$ cat src/rtl/junction_pkg.sv
// junction_pkg: shared types for the two-road junction sequencer.
// State encoding, 3-bit lamp codes {red, amber, green} and the
// state-to-lamp decode used by junction_controller.
package junction_pkg;

   // Sequencer states; WALK is only reachable when PED_CROSSING_EN is defined.
   typedef enum logic [3:0] {
      MAIN_GREEN     = 4'd0,
      MAIN_AMBER     = 4'd1,
      ALL_RED_1      = 4'd2,
      SIDE_RED_AMBER = 4'd3,
      SIDE_GREEN     = 4'd4,
      SIDE_AMBER     = 4'd5,
      ALL_RED_2      = 4'd6,
      MAIN_RED_AMBER = 4'd7,
      WALK           = 4'd8
   } state_t;

   localparam logic [2:0] LAMP_RED       = 3'b100;
   localparam logic [2:0] LAMP_RED_AMBER = 3'b110;
   localparam logic [2:0] LAMP_GREEN     = 3'b001;
   localparam logic [2:0] LAMP_AMBER     = 3'b010;

   typedef struct packed {
      logic [2:0] main_l;
      logic [2:0] side_l;
      logic       walk_l;
   } lamps_t;

   // Moore decode; any encoding outside the enum shows all-red, walk off.
   function automatic lamps_t decode_lamps(input state_t st);
      lamps_t l;
      l.main_l = LAMP_RED;
      l.side_l = LAMP_RED;
      l.walk_l = 1'b0;
      case (st)
         MAIN_GREEN:     l.main_l = LAMP_GREEN;
         MAIN_AMBER:     l.main_l = LAMP_AMBER;
         ALL_RED_1:      l.main_l = LAMP_RED;
         SIDE_RED_AMBER: l.side_l = LAMP_RED_AMBER;
         SIDE_GREEN:     l.side_l = LAMP_GREEN;
         SIDE_AMBER:     l.side_l = LAMP_AMBER;
         ALL_RED_2:      l.main_l = LAMP_RED;
         MAIN_RED_AMBER: l.main_l = LAMP_RED_AMBER;
         WALK:           l.walk_l = 1'b1;
         default: begin
            l.main_l = LAMP_RED;
            l.side_l = LAMP_RED;
            l.walk_l = 1'b0;
         end
      endcase
      return l;
   endfunction

endpackage

$ cat src/rtl/dwell_timer.sv
// dwell_timer: saturating down-counter for per-phase dwell times.
// Loads load_val on load, otherwise counts down and sticks at zero;
// expired is high while the count is zero.
module dwell_timer #(
   parameter int           TW      = 8,
   parameter logic [TW-1:0] RST_VAL = {TW{1'b0}}
) (
   input  logic          clk,
   input  logic          rst,
   input  logic          load,
   input  logic [TW-1:0] load_val,
   output logic          expired
);

   logic [TW-1:0] cnt_r;

   // Count register: reload on phase entry, else decrement to zero and hold.
   always_ff @(posedge clk) begin
      if (rst) begin
         cnt_r <= RST_VAL;
      end else if (load) begin
         cnt_r <= load_val;
      end else if (cnt_r != {TW{1'b0}}) begin
         cnt_r <= cnt_r - {{(TW-1){1'b0}}, 1'b1};
      end else begin
         cnt_r <= cnt_r;
      end
   end

   assign expired = (cnt_r == {TW{1'b0}});

endmodule

$ cat src/rtl/junction_controller.sv
// junction_controller: main/side road traffic-head sequencer.
// Main road rests on green and yields to a pending side request after the
// minimum green; every right-of-way change passes through all-red.
// Optional pedestrian phase: define PED_CROSSING_EN to add ped_req, walk,
// the WALK state and the T_WALK dwell.
module junction_controller
   import junction_pkg::*;
#(
   parameter int TW           = 8,
   parameter int T_MIN_GREEN  = 16,
   parameter int T_SIDE_GREEN = 12,
   parameter int T_AMBER      = 4,
   parameter int T_RED_AMBER  = 2,
   parameter int T_ALL_RED    = 2
`ifdef PED_CROSSING_EN
   ,
   parameter int T_WALK       = 10
`endif
) (
   input  logic       clk,
   input  logic       rst,
   input  logic       side_req,
`ifdef PED_CROSSING_EN
   input  logic       ped_req,
   output logic       walk,
`endif
   output logic [2:0] main_light,
   output logic [2:0] side_light
);

   state_t        state_r;
   state_t        state_nxt_s;
   logic          expired_s;
   logic          load_s;
   logic [TW-1:0] load_val_s;
   logic          side_pend_r;
   logic          side_pending_s;
   logic          req_any_s;
   lamps_t        lamps_s;

   // Dwell loaded on entry to a state is T-1 so the state lasts T cycles.
   function automatic logic [TW-1:0] dwell_of(input state_t st);
      logic [TW-1:0] d;
      case (st)
         MAIN_GREEN:     d = TW'(T_MIN_GREEN - 1);
         MAIN_AMBER:     d = TW'(T_AMBER - 1);
         ALL_RED_1:      d = TW'(T_ALL_RED - 1);
         SIDE_RED_AMBER: d = TW'(T_RED_AMBER - 1);
         SIDE_GREEN:     d = TW'(T_SIDE_GREEN - 1);
         SIDE_AMBER:     d = TW'(T_AMBER - 1);
         ALL_RED_2:      d = TW'(T_ALL_RED - 1);
         MAIN_RED_AMBER: d = TW'(T_RED_AMBER - 1);
`ifdef PED_CROSSING_EN
         WALK:           d = TW'(T_WALK - 1);
`endif
         default:        d = TW'(T_ALL_RED - 1);
      endcase
      return d;
   endfunction

   assign load_s     = (state_nxt_s != state_r);
   assign load_val_s = dwell_of(state_nxt_s);

   dwell_timer #(
      .TW      (TW),
      .RST_VAL (TW'(T_ALL_RED - 1))
   ) u_dwell_timer (
      .clk      (clk),
      .rst      (rst),
      .load     (load_s),
      .load_val (load_val_s),
      .expired  (expired_s)
   );

   // Side request latch: cleared on entry to side green, re-latched after.
   always_ff @(posedge clk) begin
      if (rst) begin
         side_pend_r <= 1'b0;
      end else if ((state_nxt_s == SIDE_GREEN) && (state_r != SIDE_GREEN)) begin
         side_pend_r <= 1'b0;
      end else if (side_req) begin
         side_pend_r <= 1'b1;
      end else begin
         side_pend_r <= side_pend_r;
      end
   end

   assign side_pending_s = side_pend_r | side_req;

`ifdef PED_CROSSING_EN
   logic ped_pend_r;
   logic ped_pending_s;

   // Pedestrian request latch: cleared on entry to WALK, re-latched after.
   always_ff @(posedge clk) begin
      if (rst) begin
         ped_pend_r <= 1'b0;
      end else if ((state_nxt_s == WALK) && (state_r != WALK)) begin
         ped_pend_r <= 1'b0;
      end else if (ped_req) begin
         ped_pend_r <= 1'b1;
      end else begin
         ped_pend_r <= ped_pend_r;
      end
   end

   assign ped_pending_s = ped_pend_r | ped_req;
   assign req_any_s     = side_pending_s | ped_pending_s;
`else
   assign req_any_s     = side_pending_s;
`endif

   // State register; reset lands in the final all-red clearance.
   always_ff @(posedge clk) begin
      if (rst) begin
         state_r <= ALL_RED_2;
      end else begin
         state_r <= state_nxt_s;
      end
   end

   // Next-state logic; timed states advance only when the dwell has expired.
   always_comb begin
      state_nxt_s = state_r;
      case (state_r)
         MAIN_GREEN: begin
            if (expired_s && req_any_s) state_nxt_s = MAIN_AMBER;
            else                        state_nxt_s = MAIN_GREEN;
         end
         MAIN_AMBER: begin
            if (expired_s) state_nxt_s = ALL_RED_1;
            else           state_nxt_s = MAIN_AMBER;
         end
         ALL_RED_1: begin
            if (!expired_s)          state_nxt_s = ALL_RED_1;
`ifdef PED_CROSSING_EN
            else if (!side_pending_s) state_nxt_s = WALK;
`endif
            else                     state_nxt_s = SIDE_RED_AMBER;
         end
         SIDE_RED_AMBER: begin
            if (expired_s) state_nxt_s = SIDE_GREEN;
            else           state_nxt_s = SIDE_RED_AMBER;
         end
         SIDE_GREEN: begin
            if (expired_s) state_nxt_s = SIDE_AMBER;
            else           state_nxt_s = SIDE_GREEN;
         end
         SIDE_AMBER: begin
            if (expired_s) state_nxt_s = ALL_RED_2;
            else           state_nxt_s = SIDE_AMBER;
         end
         ALL_RED_2: begin
            if (!expired_s)          state_nxt_s = ALL_RED_2;
`ifdef PED_CROSSING_EN
            else if (ped_pending_s)  state_nxt_s = WALK;
`endif
            else                     state_nxt_s = MAIN_RED_AMBER;
         end
`ifdef PED_CROSSING_EN
         WALK: begin
            if (expired_s) state_nxt_s = MAIN_RED_AMBER;
            else           state_nxt_s = WALK;
         end
`endif
         MAIN_RED_AMBER: begin
            if (expired_s) state_nxt_s = MAIN_GREEN;
            else           state_nxt_s = MAIN_RED_AMBER;
         end
         // Corrupted encoding recovers through the all-red clearance.
         default: state_nxt_s = ALL_RED_2;
      endcase
   end

   // Lamps depend on the state register only.
   assign lamps_s    = decode_lamps(state_r);
   assign main_light = lamps_s.main_l;
   assign side_light = lamps_s.side_l;
`ifdef PED_CROSSING_EN
   assign walk       = lamps_s.walk_l;
`else
   // No walk lamp in this build; the decoded bit is intentionally dropped.
   logic walk_unused_s;
   assign walk_unused_s = lamps_s.walk_l;
`endif

endmodule

$ cat config.mk
export PLATFORM = sky130hd
export DESIGN_NAME = junction_controller
export DESIGN_NICKNAME = d
export VERILOG_FILES = /design/src/rtl/junction_pkg.sv /design/src/rtl/dwell_timer.sv /design/src/rtl/junction_controller.sv
export SDC_FILE = /design/constraint.sdc
export NUM_CORES = 1
export LEC_CHECK = 0
export CORE_UTILIZATION = 35
export DETAILED_ROUTE_END_ITERATION = 16
export PLACE_DENSITY = 0.68
export SYNTH_ARGS = -nofsm -noshare
export SYNTH_HDL_FRONTEND = slang
export SYNTH_SLANG_ARGS = --single-unit
$ cat constraint.sdc
create_clock -name clk -period 1.9 [get_ports clk]
set_input_delay 0.19 -clock clk [delete_from_list [all_inputs] [get_ports clk]]
set_output_delay 0.19 -clock clk [all_outputs]
set_load 0.03 [all_outputs]
==> flow_summary_export.csv <==
group,metric,value,unit
logic_synthesis,synth-seq-cells,12,
logic_synthesis,synthFlopType,"dfxtp_1",
finish,antenna_cells,0,
setup_path,critPathLaunchType,"register",
power,ir_drop,0.7235,mV
die,rows,15,
setup_path,crit_family,"simple AND/OR/NAND/NOR gates",
setup_path,cp-end-kind,"register",
outcome,status,"finished, final reports clean",
sta,tightest_slew,0.4679,ns
logic_synthesis,synth_edf_count,0,
clock_network,clockBufferDepth,2,
setup_path,crit_buf_inv,1,
logic_synthesis,synth_adder_area_share,1.972,%
placement,dp_hpwl,1094,um
die,die_h,44.57,um
sta,hold_viol_final,0,
logic_synthesis,synth_compound_area_share,18.34,%
global_routing,grtUsageMet3,3.265,%
setup_path,slowest_stage,"or4b_4",
power,power,1.217,mW
die,initial_utilization,37.14,%
sta,final_max_slew_viol_count,0,
setup_path,crit_path_max_incr_delay,0.47,ns
logic_synthesis,synthMuxAreaShare,1.578,%
logic_synthesis,ys_async_sr_fraction,0,%
detailed_routing,dr.first_iter.drc_count,15,
logic_synthesis,synth_xor_area_share,2.761,%
global_routing,grt_max_degree,11,
sta,setup_viol_count_final,0,
die,io_pins,9,
global_routing,grt_usage,17.69,%
clock_network,clk_pin_slew,0.08,ns
logic_synthesis,syn_area_per_cell,8.347,um2
logic_synthesis,yosys.area_share.simple,32.74,%
setup_path,cp.required,2.07,ns
sta,setup_tns,0,ns
logic_synthesis,syn_area,634.4,um2
sta,finClkSkew,0.001212,ns
clock_network,clk-insertion-delay-late,0.28,ns
detailed_routing,vias,649,
die,die-area,1986,um2
global_routing,globalRouteMet1Util,20.40,%
setup_path,cp.arrival,2.01,ns
logic_synthesis,yosysSeqAreaShare,37.87,%
global_routing,busiest_layer,"met2",
global_routing,grtUsageMet2,29.71,%
finish,drive_above_1_share,19.32,%
setup_path,critPathKind,"reg -> reg",
detailed_routing,viasPerCell,5.743,
placement,io_buffer_count,8,
min_path,hp-class,"reg -> reg",
setup_path,worstPathCellList,"inv_1 > ha_2 > or4b_4 > o31a_1 > or3_1",
clock_network,post_cts_buffers,0,
global_routing,antenna_found_initial,0,
job,cap_violations,0,
sta,setup_ws,0.05797,ns
die,die_w,44.57,um
detailed_routing,ant_nets,0,
clock_network,root_buffer,"clkbuf_4",
clock_network,cts_buffers,3,
logic_synthesis,netlist_instances,76,
placement,dp_slack,0.07009,ns
clock_network,cts_tree,"yes",
global_routing,grt_overflow,0,
power,cellPowerDensity,1504,nW/um2
logic_synthesis,synth_top_family_by_area,"simple AND/OR/NAND/NOR gates",
sta,min_period,1.842,ns
logic_synthesis,ys_types,33,
sta,period_share,96.95,%
logic_synthesis,ys_warn_count,0,
finish,final_net_count,93,
finish,syn_to_final_growth,27.61,%
sta,max_freq,542.9,MHz
detailed_routing,wl_per_cell,13.70,um
global_routing,grt_pass1_vias,575,
global_routing,grt_pass1_wl,2518,um
setup_path,worstPathMaxFanout,5,
die,core,1708,um2
clock_network,cts_htree_levels,1,
clock_network,clock-sinks,12,
detailed_routing,drc,0,
detailed_routing,drt_wl_total,1548,um
logic_synthesis,syn-num-nets,80,
placement,gp_congestion,0.7892,
power,p_leak,0.3003,nW
sta,relSlewSlack,68.57,%
detailed_routing,dr.pass1.iters,4,
sta,rsz0062_at_grt,"false",
[cell families after synthesis]
kind of cell	count (synthesis)
multiplexers	1
adder cells (fa/ha/maj)	1
buffers and inverters	8
XOR/XNOR	2
AO/OA/AOI/OAI	17
AND/OR/NAND/NOR	35
flip-flops	12
[synthesized netlist by cell type (all sizes together), types with 2 or more instances]
master	instances	area share (%)
dfxtp	12	38
nor2	6	3.6
clkbuf	5	3.0
nand2	5	3.0
o21ai	4	3.2
a21oi	3	2.4
inv	3	1.8
nor3	3	2.4
nor4	3	3.0
or3	3	3.0
a221oi	2	2.8
a311oi	2	2.8
nand2b	2	2.0
nand3	2	1.6
nand4	2	2.0
or4	2	2.4
[worst paths after layout]
check	startpoint	endpoint	slack (ns)	depth (start not counted)
setup / recovery	u_dwell_timer.cnt_r[0]	state_r[2]	0.06	5
setup reg to reg	u_dwell_timer.cnt_r[0]	state_r[2]	0.06	5
hold reg to reg	u_dwell_timer.cnt_r[7]	u_dwell_timer.cnt_r[6]	0.52	2
hold / removal	u_dwell_timer.cnt_r[7]	u_dwell_timer.cnt_r[6]	0.52	2
[routing by layer]
metal,routed length (um),vias up
li1,-,307
met1,694,306
met2,735,31
met3,75,5
met4,42,0
met5,0,-
[power breakdown]
part           internal [mW]  switching [mW]
logic                  0.255           0.306
registers              0.331           0.114
clock network          0.117          0.0954
total                  0.702           0.515
[sequential cells by signal, indices dropped and copies added, names as in the netlist]
signal and flops:
u_dwell_timer.cnt_r 8, state_r 3, side_pend_r 1
[repair_timing]
item / in CTS / in global routing
endpoints found under the setup margin: 4 / 3
hold buffers: 0 / 0
gates resized for setup: 3 / 3
[layout make-up]
class                   count  area [um2]
well taps                  25       31.28
clock buffers               4       36.28
fillers                   169       898.4
repair buffers             13       115.1
multi-input cells          56       372.9
flip-flops and latches     12       242.7
inverters                   3       11.26
[placed cells by master, fill, tap and decap left out, types with 2 or more instances in the layout]
cell type,instances
clkdlybuf4s50_1,6
dfxtp_2,2
a311oi_1,2
a221oi_1,2
o21ai_0,4
clkbuf_4,3
nand2b_1,2
nand4_1,2
nor4_1,2
nand3_1,2
a21oi_1,3
nand2_1,5
buf_4,5
dlygate4sd2_1,2
dfxtp_1,10
or4_1,2
or3_1,3
nor2_1,6
nor3_1,3
inv_1,3
[per-stage QoR]
step | hold WS, ns | util (%) | instances | area (um2)
floorplan | 0.2936 | - | 76 | 634.4
global placement | 0.4972 | 44.76 | 109 | 764.5
detailed placement | 0.5060 | 44.76 | 109 | 764.5
CTS | 0.5194 | 46.81 | 113 | 799.5
global route | 0.5390 | 47.40 | 113 | 809.5
finish | 0.5202 | 47.40 | 113 | 809.5
[worst min-delay path, cell delays in order (launching register included)]
cell and delay [ns]:
dfxtp_1 0.35, nand3_1 0.08, a21oi_1 0.05
Power figures use the tool's default switching activity.
